File: config.mk
export PLATFORM = sky130hd
export DESIGN_NAME = keypad_emulator_flat
export DESIGN_NICKNAME = d
export VERILOG_FILES = /design/src/rtl/keypad_emulator_if.sv /design/src/rtl/keypad_emulator.sv /design/src/flat_wrapper.sv
export SDC_FILE = /design/constraint.sdc
export NUM_CORES = 1
export LEC_CHECK = 0
export CORE_ASPECT_RATIO = 1.1
export CORE_MARGIN = 4
export CORE_UTILIZATION = 33
export DETAILED_ROUTE_END_ITERATION = 6
export PLACE_DENSITY = 0.59
export SYNTH_ARGS = -nofsm -noshare
export SYNTH_HDL_FRONTEND = slang
export SYNTH_SLANG_ARGS = --single-unit
File: constraint.sdc
create_clock -name clk -period 2.6 [get_ports clk]
set_input_delay 0.65 -clock clk [delete_from_list [all_inputs] [get_ports clk]]
set_output_delay 0.65 -clock clk [all_outputs]
set_load 0.01 [all_outputs]
File: src/rtl/keypad_emulator_if.sv
// -----------------------------------------------------------------------------
// keypad_emulator_if
// Request/status bundle between a press sequencer (master) and the keypad
// emulator (slave).
//   press_req    master -> slave  one-cycle request to start a key press
//   key_code     master -> slave  key to press (0-9, 10 = '*', 11 = '#')
//   hold_cycles  master -> slave  stable-closed duration (0 behaves as 1)
//   busy         slave -> master  press sequence in progress
//   done         slave -> master  one-cycle pulse when a sequence completes
//   err          slave -> master  one-cycle pulse when a request is rejected
//   press_count  slave -> master  completed presses, wraps at 256
// -----------------------------------------------------------------------------
interface keypad_emulator_if;
    logic        press_req;
    logic [3:0]  key_code;
    logic [15:0] hold_cycles;
    logic        busy;
    logic        done;
    logic        err;
    logic [7:0]  press_count;

    modport master (
        output press_req, key_code, hold_cycles,
        input  busy, done, err, press_count
    );

    modport slave (
        input  press_req, key_code, hold_cycles,
        output busy, done, err, press_count
    );
endinterface

File: src/rtl/keypad_emulator.sv
// -----------------------------------------------------------------------------
// keypad_emulator
// Emulates a 4x3 matrix keypad key press, including contact bounce on press
// and release, for exercising a keypad scanner.
//   clk           single clock, rising edge
//   reset_n       asynchronous active-low reset
//   ctrl          request/status bundle (keypad_emulator_if.slave)
//   B, G, F, D    row drives from the scanner (row0..row3), active-high
//   A, C, E       column senses to the scanner (col0..col2), active-high
// -----------------------------------------------------------------------------
module keypad_emulator #(
    parameter int BOUNCE_CYCLES = 64,
    parameter int BOUNCE_TOGGLE = 8,
    parameter int RELEASE_GAP   = 16
) (
    input  logic                     clk,
    input  logic                     reset_n,
    keypad_emulator_if.slave         ctrl,
    input  logic                     B,
    input  logic                     G,
    input  logic                     F,
    input  logic                     D,
    output logic                     A,
    output logic                     C,
    output logic                     E
);

    localparam logic [2:0] S_IDLE       = 3'd0;
    localparam logic [2:0] S_BOUNCE_IN  = 3'd1;
    localparam logic [2:0] S_HOLD       = 3'd2;
    localparam logic [2:0] S_BOUNCE_OUT = 3'd3;
    localparam logic [2:0] S_GAP        = 3'd4;

    // Terminal counts; all duration counters count 0..N-1.
    localparam logic [15:0] BOUNCE_LAST = (BOUNCE_CYCLES > 0) ? 16'(BOUNCE_CYCLES - 1) : 16'd0;
    localparam logic [15:0] TOGGLE_LAST = (BOUNCE_TOGGLE > 1) ? 16'(BOUNCE_TOGGLE - 1) : 16'd0;
    localparam logic [15:0] GAP_LAST    = (RELEASE_GAP > 0)   ? 16'(RELEASE_GAP - 1)   : 16'd0;
    localparam bit          HAS_BOUNCE  = (BOUNCE_CYCLES > 0);

    logic [2:0]  state;
    logic        contact;
    logic [3:0]  key_lat;
    logic [15:0] hold_last;
    logic [15:0] cnt;
    logic [15:0] tcnt;
    logic        err_q;
    logic [7:0]  count_q;

    logic [3:0]  row_sel;
    logic [2:0]  col_sel;
    logic        row_hit;

    always_ff @(posedge clk or negedge reset_n) begin
        if (!reset_n) begin
            state     <= S_IDLE;
            contact   <= 1'b0;
            key_lat   <= 4'd0;
            hold_last <= 16'd0;
            cnt       <= 16'd0;
            tcnt      <= 16'd0;
            err_q     <= 1'b0;
            count_q   <= 8'd0;
        end else begin
            err_q <= 1'b0;
            case (state)
                S_IDLE: begin
                    if (ctrl.press_req) begin
                        if (ctrl.key_code <= 4'd11) begin
                            key_lat   <= ctrl.key_code;
                            // Store hold-1 so a request of 0 or 1 both give one cycle.
                            hold_last <= (ctrl.hold_cycles == 16'd0) ? 16'd0
                                                                     : ctrl.hold_cycles - 16'd1;
                            contact   <= 1'b1;
                            cnt       <= 16'd0;
                            tcnt      <= 16'd0;
                            state     <= HAS_BOUNCE ? S_BOUNCE_IN : S_HOLD;
                        end else begin
                            err_q <= 1'b1;
                        end
                    end
                end
                S_BOUNCE_IN, S_BOUNCE_OUT: begin
                    if (cnt == BOUNCE_LAST) begin
                        // End of window: force the settled level regardless of toggle phase.
                        contact <= (state == S_BOUNCE_IN);
                        cnt     <= 16'd0;
                        state   <= (state == S_BOUNCE_IN) ? S_HOLD : S_GAP;
                    end else begin
                        cnt <= cnt + 16'd1;
                        if (tcnt == TOGGLE_LAST) begin
                            tcnt    <= 16'd0;
                            contact <= ~contact;
                        end else begin
                            tcnt <= tcnt + 16'd1;
                        end
                    end
                end
                S_HOLD: begin
                    if (cnt == hold_last) begin
                        contact <= 1'b0;
                        cnt     <= 16'd0;
                        tcnt    <= 16'd0;
                        state   <= HAS_BOUNCE ? S_BOUNCE_OUT : S_GAP;
                    end else begin
                        cnt <= cnt + 16'd1;
                    end
                end
                S_GAP: begin
                    if (cnt == GAP_LAST) begin
                        cnt     <= 16'd0;
                        count_q <= count_q + 8'd1;
                        state   <= S_IDLE;
                    end else begin
                        cnt <= cnt + 16'd1;
                    end
                end
                default: begin
                    state   <= S_IDLE;
                    contact <= 1'b0;
                end
            endcase
        end
    end

    // Matrix position of the latched key: row_sel bit r = row r, col_sel bit c = col c.
    always_comb begin
        row_sel = 4'b0000;
        col_sel = 3'b000;
        case (key_lat)
            4'd1:    begin row_sel = 4'b0001; col_sel = 3'b001; end
            4'd2:    begin row_sel = 4'b0001; col_sel = 3'b010; end
            4'd3:    begin row_sel = 4'b0001; col_sel = 3'b100; end
            4'd4:    begin row_sel = 4'b0010; col_sel = 3'b001; end
            4'd5:    begin row_sel = 4'b0010; col_sel = 3'b010; end
            4'd6:    begin row_sel = 4'b0010; col_sel = 3'b100; end
            4'd7:    begin row_sel = 4'b0100; col_sel = 3'b001; end
            4'd8:    begin row_sel = 4'b0100; col_sel = 3'b010; end
            4'd9:    begin row_sel = 4'b0100; col_sel = 3'b100; end
            4'd10:   begin row_sel = 4'b1000; col_sel = 3'b001; end
            4'd0:    begin row_sel = 4'b1000; col_sel = 3'b010; end
            4'd11:   begin row_sel = 4'b1000; col_sel = 3'b100; end
            default: begin row_sel = 4'b0000; col_sel = 3'b000; end
        endcase
    end

    // Combinational path from row drives so the scanner sees the column in the same cycle.
    assign row_hit = contact & |(row_sel & {D, F, G, B});
    assign A = row_hit & col_sel[0];
    assign C = row_hit & col_sel[1];
    assign E = row_hit & col_sel[2];

    assign ctrl.busy        = (state != S_IDLE);
    assign ctrl.done        = (state == S_GAP) && (cnt == GAP_LAST);
    assign ctrl.err         = err_q;
    assign ctrl.press_count = count_q;

endmodule
File: src/flat_wrapper.sv
// flat-port wrapper written by rule: the top's interface ports become plain ports
module keypad_emulator_flat 
#(
    parameter int BOUNCE_CYCLES = 64,
    parameter int BOUNCE_TOGGLE = 8,
    parameter int RELEASE_GAP   = 16
)
  (clk, reset_n, B, G, F, D, A, C, E, ctrl_press_req, ctrl_key_code, ctrl_hold_cycles, ctrl_busy, ctrl_done, ctrl_err, ctrl_press_count);
  keypad_emulator_if ctrl_i ();
  input  logic clk;
  input  logic reset_n;
  input  logic B;
  input  logic G;
  input  logic F;
  input  logic D;
  output logic A;
  output logic C;
  output logic E;
  input wire logic [$bits(ctrl_i.press_req)-1:0] ctrl_press_req;
  input wire logic [$bits(ctrl_i.key_code)-1:0] ctrl_key_code;
  input wire logic [$bits(ctrl_i.hold_cycles)-1:0] ctrl_hold_cycles;
  output wire logic [$bits(ctrl_i.busy)-1:0] ctrl_busy;
  output wire logic [$bits(ctrl_i.done)-1:0] ctrl_done;
  output wire logic [$bits(ctrl_i.err)-1:0] ctrl_err;
  output wire logic [$bits(ctrl_i.press_count)-1:0] ctrl_press_count;
  assign ctrl_i.press_req = ctrl_press_req;
  assign ctrl_i.key_code = ctrl_key_code;
  assign ctrl_i.hold_cycles = ctrl_hold_cycles;
  assign ctrl_busy = ctrl_i.busy;
  assign ctrl_done = ctrl_i.done;
  assign ctrl_err = ctrl_i.err;
  assign ctrl_press_count = ctrl_i.press_count;
  keypad_emulator #(.BOUNCE_CYCLES(BOUNCE_CYCLES), .BOUNCE_TOGGLE(BOUNCE_TOGGLE), .RELEASE_GAP(RELEASE_GAP)) u_core (.clk(clk), .reset_n(reset_n), .ctrl(ctrl_i), .B(B), .G(G), .F(F), .D(D), .A(A), .C(C), .E(E));
endmodule
==> results.sh <==
export IMPL_htree_levels=3
export IMPL_startpoint_type="primary input"
export IMPL_comb_power_share_pct=26.3
export IMPL_cp_required_ns=1.95
export IMPL_period_needed_ns=2.54
export IMPL_synth_flop_cell="dfrtp_1"
export IMPL_cap_violations=0
export IMPL_dpl_cell_area_um2=4620
export IMPL_ant_nets=0
export IMPL_vdd_drop_max_mv=0.504
export IMPL_synth_edf_count=0
export IMPL_drtIter0Drc=173
export IMPL_power_frac_seq_pct=41.1
export IMPL_grt_pass1_vias=3311
export IMPL_rr_worst_depth=7
export IMPL_fp_dieH_um=121
export IMPL_outcome="finished clean"
export IMPL_clkLatencyLatePin_ns=0.33
export IMPL_wl_per_cell_um=13.8
export IMPL_reg2reg_from="u_core.cnt[12]"
export IMPL_synth_cell_types=51
export IMPL_ioPinCount=41
export IMPL_relSlewSlack_pct=72.1
export IMPL_overflow=0
export IMPL_yosysSeqAreaShare_pct=42.7
export IMPL_fmax_mhz=394
export IMPL_synth_nets=457
export IMPL_final_util_pct=44.4
export IMPL_grt_max_degree=66
export IMPL_area_growth_pct=29.7
export IMPL_clkPwrFrac_pct=32.7
export IMPL_io_buffers=40
export IMPL_internal_power_mw=2.46
export IMPL_crit_type="in -> out"
export IMPL_setup_viol=0
export IMPL_num_vias=3380
export IMPL_synth_xor_xnor_area_share_pct=8.52
export IMPL_crit_path_end_kind="output port"
export IMPL_synth_compound_area_share_pct=16.1
export IMPL_p_per_area_nw_per_um2=729
export IMPL_cts_buffer_depth=2
export IMPL_cpPeakStageDelay_ns=0.40
export IMPL_post_route_cell_area_um2=4930
export IMPL_synthSimpleGateAreaFrac_pct=22.3
export IMPL_layout_commonest_cell="dfrtp_1"
export IMPL_ys_ff_latch=65
export IMPL_die_w_um=110
export IMPL_crit_path_cell_trace="clkdlybuf4s50_1 -> nor2b_2 -> a21oi_2 -> a21oi_1 -> o211ai_1 -> nor2_1 -> buf_2"
export IMPL_antenna_found_initial=0
export IMPL_cts_sinks=65
export IMPL_place_hpwl_mm=6.65
export IMPL_worst_slack_ns=0.0602
export IMPL_finClkSkew_ns=0.00938
export IMPL_synthAdderAreaFrac_pct=3.62
export IMPL_pre_cts_ws_ns=-0.313
export IMPL_synth_top_area_share_pct=42.7
export IMPL_first_pass_iters=4
export IMPL_insertedDiodeCount=0
export IMPL_yosysWarnings=0
export IMPL_start_util_pct=34.2
export IMPL_synth_async_sr_flop_share_pct=100
export IMPL_muxShareOfSynthArea_pct=2.99
export IMPL_syn_area_per_cell_um2=9.08
export IMPL_nFillCells=1127
export IMPL_switching_share_pct=31.7
export IMPL_row_count=40
export IMPL_clk_pin_slew_ns=0.05
export IMPL_core_um2=11100
export IMPL_drc=0
export IMPL_r2r_slack_ns=0.41
export IMPL_hold_viol=0
export IMPL_gp_congestion=0.800
export IMPL_cp_max_fo=3
export IMPL_nNetsFinal=535
export IMPL_grt_pass1_wl_mm=15.0
export IMPL_worst_endpoint_arrival_ns=1.89
export IMPL_dieArea_um2=13300
export IMPL_r2r_end="u_core.cnt[3]"
export IMPL_syn_area_um2=3800
export IMPL_slowest_stage="clkdlybuf4s50_1"
export IMPL_synth_top_family_by_area="simple AND/OR/NAND/NOR gates"
export IMPL_drive_above_1_share_pct=16.2
export IMPL_cts_tree="done"
export IMPL_min_path_type="in -> async"
export IMPL_mostFrequentLayoutCells="63 x dfrtp_1, 51 x nand2_1, 40 x buf_4, 39 x o21ai_0, 35 x clkdlybuf4s50_1"
export IMPL_worstMarginPinSlew_ns=0.413
export IMPL_cts_hold_buffers=0
export IMPL_wl_mm=8.91
export IMPL_via_per_inst=5.22
export IMPL_p_sw_mw=1.14
export IMPL_synth_area_top_cells="dfrtp_1 43%, xnor2_1 6.4%, o21ai_0 5.1%"
export IMPL_power_leakage_nw=2.11
export IMPL_cts_root_buf="clkbuf_16"
export IMPL_synth_cells=419
export IMPL_synth_top_area_cell="dfrtp_1"
export IMPL_post_route_period_util_pct=97.7
export IMPL_slew_viol_final=0
export IMPL_grt_usage_pct=13.9
export IMPL_cts_buffers=9
==> cell families (layout without fill, tap and decap cells) <==
| family | Yosys count | count (layout) |
|---|---|---|
| AO/OA/AOI/OAI | 100 | 100 |
| XOR/XNOR | 37 | 37 |
| multiplexers | 11 | 11 |
| buffers and inverters | 29 | 111 |
| AND/OR/NAND/NOR | 166 | 166 |
| flip-flops | 65 | 65 |
| adder cells (fa/ha/maj) | 11 | 11 |
==> worst max-delay path: cells and delay by family <==
kind,cells,cell delay (ns)
buf+inv,2,0.55
compound gates,3,0.45
simple gates,2,0.23
==> power by group through the flow <==
stage	registers (mW)	clock network (mW)	logic, mW
after CTS	1.47	1.21	0.956
after floorplan	1.46	0	0.592
final	1.48	1.17	0.944
after global routing	1.51	1.24	1.08
after global placement	1.48	0	0.916
after detailed placement	1.49	0	0.946
==> routing by layer <==
metal | global-route usage [%] | vias to the layer above | routed length, um
met1 | 16.2 | 1624 | 3760
met5 | 0 | - | 0
met3 | 2.72 | 13 | 384
met4 | 4.46 | 0 | 139
li1 | - | 1673 | -
met2 | 25.0 | 70 | 4630
==> repair_timing <==
| action | 4_1_cts | 5_1_grt |
|---|---|---|
| setup endpoints to repair | 4 | 5 |
| buffers inserted | 2 | 0 |
| pin swaps | 1 | 4 |
| gates resized for setup | 12 | 10 |
==> stage by stage <==
step / cells / total power [mW] / TNS (ns) / hold slack, ns
floorplan: 419 / 2.05 / 0 / 0.354
global placement: 631 / 2.40 / -0.745 / 0.463
detailed placement: 631 / 2.43 / -0.924 / 0.462
CTS: 648 / 3.63 / 0 / 0.348
global route: 648 / 3.83 / -0.0110 / 0.369
finish: 648 / 3.60 / 0 / 0.336
==> cell type report <==
class	count	area, um2	area share [%]
multi-input cells	325	2060	41.7
repair buffers	82	716	14.5
inverters	14	52.6	1.07
flip-flops and latches	65	1630	33.0
well taps	147	184	3.73
clock inverters	6	70.1	1.42
clock buffers	9	225	4.57
==> state kept, by name, indices dropped and copies added (netlist names) <==
| register | flops |
|---|---|
| u_core.state | 3 |
| u_core.hold_last | 16 |
| u_core.ctrl.err | 1 |
| u_core.ctrl.press_count | 8 |
| u_core.key_lat | 4 |
| u_core.contact | 1 |
| u_core.tcnt | 16 |
| u_core.cnt | 16 |
==> Yosys cell counts (2+ instances only) <==
cell / count
and3_1: 7
or3_1: 9
mux2i_1: 8
nor4_1: 9
ha_1: 11
nand4_1: 11
nand3_1: 12
o21ai_0: 39
mux2_2: 3
nor2_2: 3
nand2b_1: 4
inv_1: 14
xnor2_1: 28
xor2_1: 9
o21a_1: 2
nor2_1: 32
a21oi_1: 15
or4_1: 4
dfrtp_1: 65
o21ai_1: 3
nor3_1: 10
and4_1: 2
o32ai_1: 3
clkbuf_1: 7
a41oi_1: 4
a211oi_1: 2
o211ai_1: 3
nand2_1: 51
nor2b_1: 4
a21o_1: 2
a31oi_1: 18
o31ai_1: 3
buf_2: 3
buf_6: 2
==> worst max path at each step <==
stage / startpoint / end / slack (ns) / cells after the start
5_1_grt: G / E / -0.007 / 7
6_report: G / E / 0.06 / 7
3_3_place_gp: G / C / -0.25 / 7
3_5_place_dp: G / E / -0.31 / 7
2_1_floorplan: ctrl_hold_cycles[4] / u_core.hold_last[12] / 0.43 / 7
4_1_cts: G / A / 0.005 / 7
No activity file was read; power rests on OpenSTA's default activity.
